===== src/rtl/jpeg_byte_stuffer_if.sv =====
// Byte-stream bus for jpeg_byte_stuffer: compressor side in, ready/valid consumer side out.
// The slave modport is the stuffer's view; master is the driver/consumer view.
`timescale 1ns/1ps
interface jpeg_byte_stuffer_if #(
   parameter int FIFO_DEPTH_LOG2 = 4
);
   logic                     in_valid;
   logic [7:0]               in_data;
   logic                     frame_end;
   logic                     out_valid;
   logic [7:0]               out_data;
   logic                     out_ready;
   logic                     overflow;
   logic [FIFO_DEPTH_LOG2:0] level;

   modport master (
      output in_valid, in_data, frame_end, out_ready,
      input  out_valid, out_data, overflow, level
   );

   modport slave (
      input  in_valid, in_data, frame_end, out_ready,
      output out_valid, out_data, overflow, level
   );
endinterface


===== src/rtl/jpeg_byte_stuffer.sv =====
// JPEG byte stuffer: inserts 00 after every FF data byte and buffers into a 2-write/1-read FIFO.
// Define JPEG_STUFFER_EOI_EN to append the FF D9 EOI marker after each frame_end.
`timescale 1ns/1ps
module jpeg_byte_stuffer #(
   parameter int FIFO_DEPTH_LOG2 = 4
) (
   input  logic                  clock,
   input  logic                  reset,
   jpeg_byte_stuffer_if.slave    bus
);
   localparam int AW    = FIFO_DEPTH_LOG2;
   localparam int LW    = FIFO_DEPTH_LOG2 + 1;
   localparam int DEPTH = 1 << AW;

   logic [7:0]    mem [DEPTH];
   logic [AW-1:0] wr_ptr;
   logic [AW-1:0] rd_ptr;
   logic [LW-1:0] level_q;
   logic [LW-1:0] level_nxt;
   logic [LW-1:0] free;
   logic [LW-1:0] push_cnt;
   logic          overflow_q;
   logic          is_ff;
   logic          take_one;
   logic          take_two;
   logic          pop;
   logic          eoi_write;
   logic [7:0]    byte0;
   logic [7:0]    byte1;

   // free is taken from the pre-cycle level, so a same-cycle pop never makes room
   always_comb begin
      free      = LW'(DEPTH) - level_q;
      is_ff     = (bus.in_data == 8'hFF);
      take_one  = bus.in_valid && !is_ff && (free >= LW'(1));
      take_two  = bus.in_valid &&  is_ff && (free >= LW'(2));
      pop       = (level_q != '0) && bus.out_ready;
      byte0     = bus.in_data;
      byte1     = 8'h00;
      push_cnt  = '0;
      if (take_one) begin
         push_cnt = LW'(1);
      end else if (take_two) begin
         push_cnt = LW'(2);
      end else if (eoi_write) begin
         push_cnt = LW'(2);
         byte0    = 8'hFF;
         byte1    = 8'hD9;
      end
      level_nxt = level_q + push_cnt - LW'(pop);
   end

`ifdef JPEG_STUFFER_EOI_EN
   typedef enum logic {EOI_IDLE, EOI_PENDING} eoi_state_t;
   eoi_state_t eoi_state;

   // Data bytes win; the marker goes out on the first idle input cycle with room for both bytes
   assign eoi_write = (eoi_state == EOI_PENDING) && !bus.in_valid && (free >= LW'(2));

   always_ff @(posedge clock) begin
      if (reset) begin
         eoi_state <= EOI_IDLE;
      end else begin
         case (eoi_state)
            EOI_IDLE:    if (bus.frame_end) eoi_state <= EOI_PENDING;
            EOI_PENDING: if (eoi_write)     eoi_state <= EOI_IDLE;
            default:                        eoi_state <= EOI_IDLE;
         endcase
      end
   end
`else
   logic unused_frame_end;
   assign eoi_write        = 1'b0;
   assign unused_frame_end = bus.frame_end;
`endif

   always_ff @(posedge clock) begin
      if (reset) begin
         wr_ptr     <= '0;
         rd_ptr     <= '0;
         level_q    <= '0;
         overflow_q <= 1'b0;
      end else begin
         wr_ptr  <= wr_ptr + AW'(push_cnt);
         rd_ptr  <= rd_ptr + AW'(pop);
         level_q <= level_nxt;
         if (bus.in_valid && !take_one && !take_two) begin
            overflow_q <= 1'b1;
         end
      end
   end

   // Second byte goes to the next slot, wrapping to slot 0 when the first lands in the last slot
   always_ff @(posedge clock) begin
      if (push_cnt != '0) begin
         mem[wr_ptr] <= byte0;
      end
      if (push_cnt == LW'(2)) begin
         mem[wr_ptr + AW'(1)] <= byte1;
      end
   end

   assign bus.out_valid = (level_q != '0);
   assign bus.out_data  = mem[rd_ptr];
   assign bus.overflow  = overflow_q;
   assign bus.level     = level_q;
endmodule


===== src/flat_wrapper.sv =====
// flat-port wrapper written by rule: the top's interface ports become plain ports
module jpeg_byte_stuffer_flat 
#(
   parameter int FIFO_DEPTH_LOG2 = 4
)
  (clock, reset, bus_in_valid, bus_in_data, bus_frame_end, bus_out_ready, bus_out_valid, bus_out_data, bus_overflow, bus_level);
  jpeg_byte_stuffer_if #(.FIFO_DEPTH_LOG2(FIFO_DEPTH_LOG2)) bus_i ();
  input  logic clock;
  input  logic reset;
  input wire logic [$bits(bus_i.in_valid)-1:0] bus_in_valid;
  input wire logic [$bits(bus_i.in_data)-1:0] bus_in_data;
  input wire logic [$bits(bus_i.frame_end)-1:0] bus_frame_end;
  input wire logic [$bits(bus_i.out_ready)-1:0] bus_out_ready;
  output wire logic [$bits(bus_i.out_valid)-1:0] bus_out_valid;
  output wire logic [$bits(bus_i.out_data)-1:0] bus_out_data;
  output wire logic [$bits(bus_i.overflow)-1:0] bus_overflow;
  output wire logic [$bits(bus_i.level)-1:0] bus_level;
  assign bus_i.in_valid = bus_in_valid;
  assign bus_i.in_data = bus_in_data;
  assign bus_i.frame_end = bus_frame_end;
  assign bus_i.out_ready = bus_out_ready;
  assign bus_out_valid = bus_i.out_valid;
  assign bus_out_data = bus_i.out_data;
  assign bus_overflow = bus_i.overflow;
  assign bus_level = bus_i.level;
  jpeg_byte_stuffer #(.FIFO_DEPTH_LOG2(FIFO_DEPTH_LOG2)) u_core (.clock(clock), .reset(reset), .bus(bus_i));
endmodule

===== config.mk =====
export PLATFORM = sky130hd
export DESIGN_NAME = jpeg_byte_stuffer_flat
export DESIGN_NICKNAME = d
export VERILOG_FILES = /design/src/rtl/jpeg_byte_stuffer_if.sv /design/src/rtl/jpeg_byte_stuffer.sv /design/src/flat_wrapper.sv
export SDC_FILE = /design/constraint.sdc
export NUM_CORES = 1
export LEC_CHECK = 0
export CORE_MARGIN = 2
export CORE_UTILIZATION = 55
export DETAILED_ROUTE_END_ITERATION = 6
export PLACE_DENSITY = 0.73
export SLEW_MARGIN = 20
export SYNTH_ARGS = -nofsm -noshare
export SYNTH_HDL_FRONTEND = slang
export SYNTH_SLANG_ARGS = --single-unit

===== constraint.sdc =====
create_clock -name clock -period 3.71 [get_ports clock]
set_input_delay 0.742 -clock clock [delete_from_list [all_inputs] [get_ports clock]]
set_output_delay 0.742 -clock clock [all_outputs]
set_load 0.02 [all_outputs]

# Word-level counts from Yosys, hierarchy flattened

Memories as Yosys holds them, arrays and structs flattened. A register that Yosys moved wholly into a read port is not among the register bits.
Index checks and enable logic that the tools add are counted.

Register bits: 14
Bits in latches: 0
Bits in writable memories: 128
Bits in read-only memories: 0
Output and inout port bits: 15
Word-level logic and storage cells: 34
Memories: 1

Memories:

| memory     | words | width | rd ports | clocked after Yosys merged registers in | write ports | line                    | source |
|---|---|---|---|---|---|---|---|
| u_core.mem | 16    | 8     | 1        | 1                                       | 2           | jpeg_byte_stuffer.sv:15 | `logic [7:0] mem [DEPTH];` |

$add $sub $neg: 6
$mul: 0
Divide/modulo/power cells: 0
$lt $le $gt $ge: 2
Eq/ne operators: 2
Shift operators: 0
Mux-type cells: 7
Bitwise gates (word level): 0
Reduce and logical (&&, ||, !) cells: 12

Operators with widths:

| kind                | count |
|---|---|
| $reduce_bool 5->1   | 2 |
| $eq 8x8->1 const B  | 1 |
| $logic_and 1x1->1   | 7 |
| $add 5x2->5         | 1 |
| $ge 5x1->1 const B  | 1 |
| $ge 5x2->1 const B  | 1 |
| $sub 5x1->5         | 1 |
| $sub 5x5->5 const A | 1 |
| $add 4x1->4         | 1 |
| $add 4x1->4 const B | 1 |
| $add 4x2->4         | 1 |
| $mux 1              | 4 |
| $mux 2              | 2 |
| $mux 4              | 1 |
| $logic_not 1->1     | 3 |
| $eq 2x2->1 const B  | 1 |

# Logic depth before layout (Yosys ltp)

Depth in word-level cells: 8
Mapped depth: 16

# Worst setup path before layout

No wires, ideal clock.

Kind: register to register
From: reg u_core.level_q[0] (netlist: u_core.bus.level[0])
To: reg u_core.level_q[3] (netlist: u_core.bus.level[3])
Arrival time: 3.024 ns
Required time: 3.582 ns
Path slack: 0.558 ns
Stages on the path, launching flop included: 14
Period minus slack after synthesis: 3.152 ns
Cell sequence: dfxtp_1 > inv_1 > ha_1 > and2_1 > ha_1 > a311oi_2 > nand3_1 > ha_1 > inv_1 > ha_1 > a21o_1 > a21oi_1 > xnor2_1 > nor2_1

Cells in the longest elaborated chain, start to end: 7
Elaborated cells between the ends (all ways): 11
Classes of those cells: 3 x add/sub; 2 x order compare; 2 x mux; 4 x reduce/logical

Ends and longest elaborated chain:

| what                   | line                    | source |
|---|---|---|
| start, declared        | jpeg_byte_stuffer.sv:18 | `logic [LW-1:0] level_q;` |
| start signal, assigned | jpeg_byte_stuffer.sv:86 | `level_q <= level_nxt;` |
| $sub 5x5->5            | jpeg_byte_stuffer.sv:33 | `free = LW'(DEPTH) - level_q;` |
| $ge 5x2->1             | jpeg_byte_stuffer.sv:36 | `take_two = bus.in_valid && is_ff && (free >= LW'(2));` |
| $logic_and 1x1->1      | jpeg_byte_stuffer.sv:36 |  |
| $mux 2                 | jpeg_byte_stuffer.sv:43 | `end else if (take_two) begin` |
| $mux 2                 | jpeg_byte_stuffer.sv:41 | `if (take_one) begin` |
| $add 5x2->5            | jpeg_byte_stuffer.sv:50 | `level_nxt = level_q + push_cnt - LW'(pop);` |
| $sub 5x1->5 *          | jpeg_byte_stuffer.sv:50 |  |

Every way passes the cells marked *; elsewhere a longest branch is shown, timed or not.
A chain may end at the register's enable or synchronous reset.

# Worst setup path after layout

From: reg u_core.level_q[0] (netlist: u_core.bus.level[0])
To: reg u_core.level_q[4] (netlist: u_core.bus.level[4])

Same word-level chain as after synthesis.

==> out/results.txt <==
Worst endpoint required time = 4.05 ns
Critical path endpoint category = flip-flop
Top_reg_cell synth = dfxtp_1
Port Buf Inserts = 26
Reg2Reg Depth = 16
Routed vias/inst = 7.058
Synth area leader = dfxtp_1
Final setup margin = 0.2605 ns
Clock Sinks = 142
Top cell type's share of synthesized area = 42.17%
First-pass GRT wire length = 30.30 mm
Antenna violations before repair = 0
Pre-CTS WS = 0.2630 ns
Postcts setup bufs = 0
CP Launch Type = flip-flop
Routability cong. = 0.9115
Status = complete, no violations
DRT antenna net count = 0
Drt initial violations = 764
Max Cap Viol = 0
WS Path Type = flip-flop to flip-flop
Largest cells by area after synthesis = dfxtp_1, mux4_2, o221ai_1, o21ai_0, nand3_1
Overflow after GRT = 0
Worst-Skew Late Latency = 0.42 ns
Ys Warns = 0
Critical Path AT = 3.79 ns
Final Skew = 0.007352 ns
Crit path capture = u_core.bus.level[4]$_SDFF_PP0_
Ys async rst share = 0%
CTS tree = yes
Fraction of final layout cells with drive strength greater than 1 = 14.48%
Antenna Cells = 0
Root buffer cell = clkbuf_16
Core area = 12010 sq um
Fin Setup TNS = 0 ns
EDFF count, synth = 0
Largest net degree at the start of global routing = 90
HP Class = flip-flop to flip-flop
Hold Fails Final Rpt = 0
H-Tree Level Count = 4
GRT Total Usage = 30.29%
Fin cells = 824
Die X = 114.7 microns
Fmax = 0.2899 GHz
Synth cell types = 43
Synth Instances = 663
Clock Pin Slew Worst Setup and Hold Paths = 0.06 ns
Pleak = 2.752 nW
Final layout net count = 694
Per-cell routed wire length = 23.30 microns
R2r setup slk = 0.26 ns
R2r endpoint = u_core.bus.level[4]$_SDFF_PP0_
PwrDens = 722.7 nW/um^2
Final setup violation count = 0
Final core occ = 63.93%
Std-Cell Rows = 40
Die ar. = 13160 sq um
Synthesized flop and latch total = 142
Die H = 114.7 microns
Crit path from = u_core.bus.level[0]$_SDFF_PP0_
Final WL = 19.20 mm
DRC viols = 0
Slew margin rel. = 36.80%
Syn Area/Cell = 10.17 sq um
Detailed-route via count = 5816
Longest Clk Path Bufs = 2
Tmin final = 3.450 ns
Top Ports = 28
Fin crit share = 92.98%
Register area share after synthesis = 42.17%
Netlist Area Pre-Place = 6741 sq um
Placed cell count = 792
Maximum vdd drop = 0.4671 mV
Num CTS Buffers = 17
Syn nets = 693
Most common cell after layout, fill and taps aside = dfxtp_1
Worst flop-to-flop path startpoint = u_core.bus.level[0]$_SDFF_PP0_
Hpwl dp = 12.19 mm
Initial Util = 56.13%
Max-slew violations = 0
Vias in the first global route = 5525
Area Growth Syn to Fin = 13.90%
Worst Max-Slew Pin Slew = 0.9480 ns
Crit-path max FO = 6
DRT Pass-1 Iters = 5
Most frequent cells in the layout = dfxtp_1, o21ai_0, o221ai_1
-- cell usage after synthesis (3+ instances only) --
cell type,number
nor2b_1,9
buf_2,14
nand4_1,4
o21ai_0,111
nand2_2,3
nand3_1,40
xnor2_1,4
and2_1,4
nor3_1,4
nand2_1,32
o211ai_1,25
ha_1,15
o21ai_1,11
nand2b_1,6
inv_1,23
clkbuf_1,31
dfxtp_1,142
xor2_1,3
mux2i_1,16
nor2_1,13
mux4_2,40
a21oi_1,5
o221ai_1,72
buf_1,8
buf_6,7
-- sequential cells by signal (all words and copies together), names as in the netlist --
name,flops
u_core.bus.level,5
u_core.wr_ptr,4
u_core.mem,128
u_core.bus.overflow,1
u_core.rd_ptr,4
-- timing repair --
action	CTS	global route
endpoints found under the setup margin	0	1
hold buffers	0	0
resized for setup	0	1
-- area by class of cell --
class	instances	area, sq um
sequential	142	2844
clock inverter	13	162.7
fill	939	4333
timing repair buffer	44	432.9
clock buffer	19	452.9
tap	147	183.9
inverter	23	86.33
multi-input combinational	436	3516
-- stage by stage --
stage          area, sq um  power [mW]  hold WS (ns)
2_1_floorplan         6741       3.232        0.4328
3_3_place_gp          7057       3.688        0.4422
3_5_place_dp          7057       3.756        0.4577
4_1_cts               7672       5.522        0.4656
5_1_grt               7679       5.810        0.4902
6_report              7679       5.549        0.4611
-- power breakdown --
group / switching [mW] / internal [mW]
logic: 0.995 / 0.807
registers: 0.186 / 1.79
clock network: 0.678 / 1.09
total: 1.86 / 3.69
-- how the worst min path moves through the flow --
stage	end	startpoint	slack (ns)	depth (start not counted)
2_1_floorplan	u_core.mem[10][0]$_SDFFE_PP0P_	u_core.mem[10][0]$_SDFFE_PP0P_	0.43	2
3_3_place_gp	u_core.mem[11][1]$_SDFFE_PP0P_	u_core.mem[11][1]$_SDFFE_PP0P_	0.44	2
3_5_place_dp	u_core.mem[10][2]$_SDFFE_PP0P_	u_core.mem[10][2]$_SDFFE_PP0P_	0.46	2
4_1_cts	u_core.mem[11][3]$_SDFFE_PP0P_	u_core.mem[11][3]$_SDFFE_PP0P_	0.47	2
5_1_grt	u_core.mem[14][4]$_SDFFE_PP0P_	u_core.mem[14][4]$_SDFFE_PP0P_	0.49	2
6_report	u_core.mem[11][3]$_SDFFE_PP0P_	u_core.mem[11][3]$_SDFFE_PP0P_	0.46	2
-- worst max-delay path, stage by stage, from the launching register on --
cell	delay, ns
dfxtp_1	0.41
inv_1	0.11
ha_1	0.28
and2_1	0.16
ha_1	0.30
nand2b_1	0.13
a211oi_1	0.42
o21ai_0	0.15
o211a_1	0.17
ha_1	0.22
inv_1	0.08
fa_1	0.20
inv_1	0.05
a21oi_1	0.13
nor2_1	0.07
or3_1	0.35
a21oi_1	0.14
-- kinds of logic (layout without fill, tap and decap cells) --
family | Yosys count | in the layout | share of synthesized area [%]
xor gates and xnor gates | 7 | 7 | 0.9094
AOI/OAI and AO/OA | 233 | 233 | 22.79
muxes | 56 | 56 | 15.74
adders and majority gates | 17 | 17 | 3.378
buffers and inverters | 85 | 99 | 5.883
and+or+nand+nor | 123 | 123 | 9.132
DFF | 142 | 142 | 42.17
-- routing by layer --
| layer | global-route usage (%) | wire [microns] |
|---|---|---|
| met1 | 41.30 | 7468 |
| met5 | 0 | 0 |
| met2 | 45.33 | 8964 |
| met3 | 8.205 | 2110 |
| met4 | 13.98 | 653 |
No activity file was read; power rests on OpenSTA's default activity.
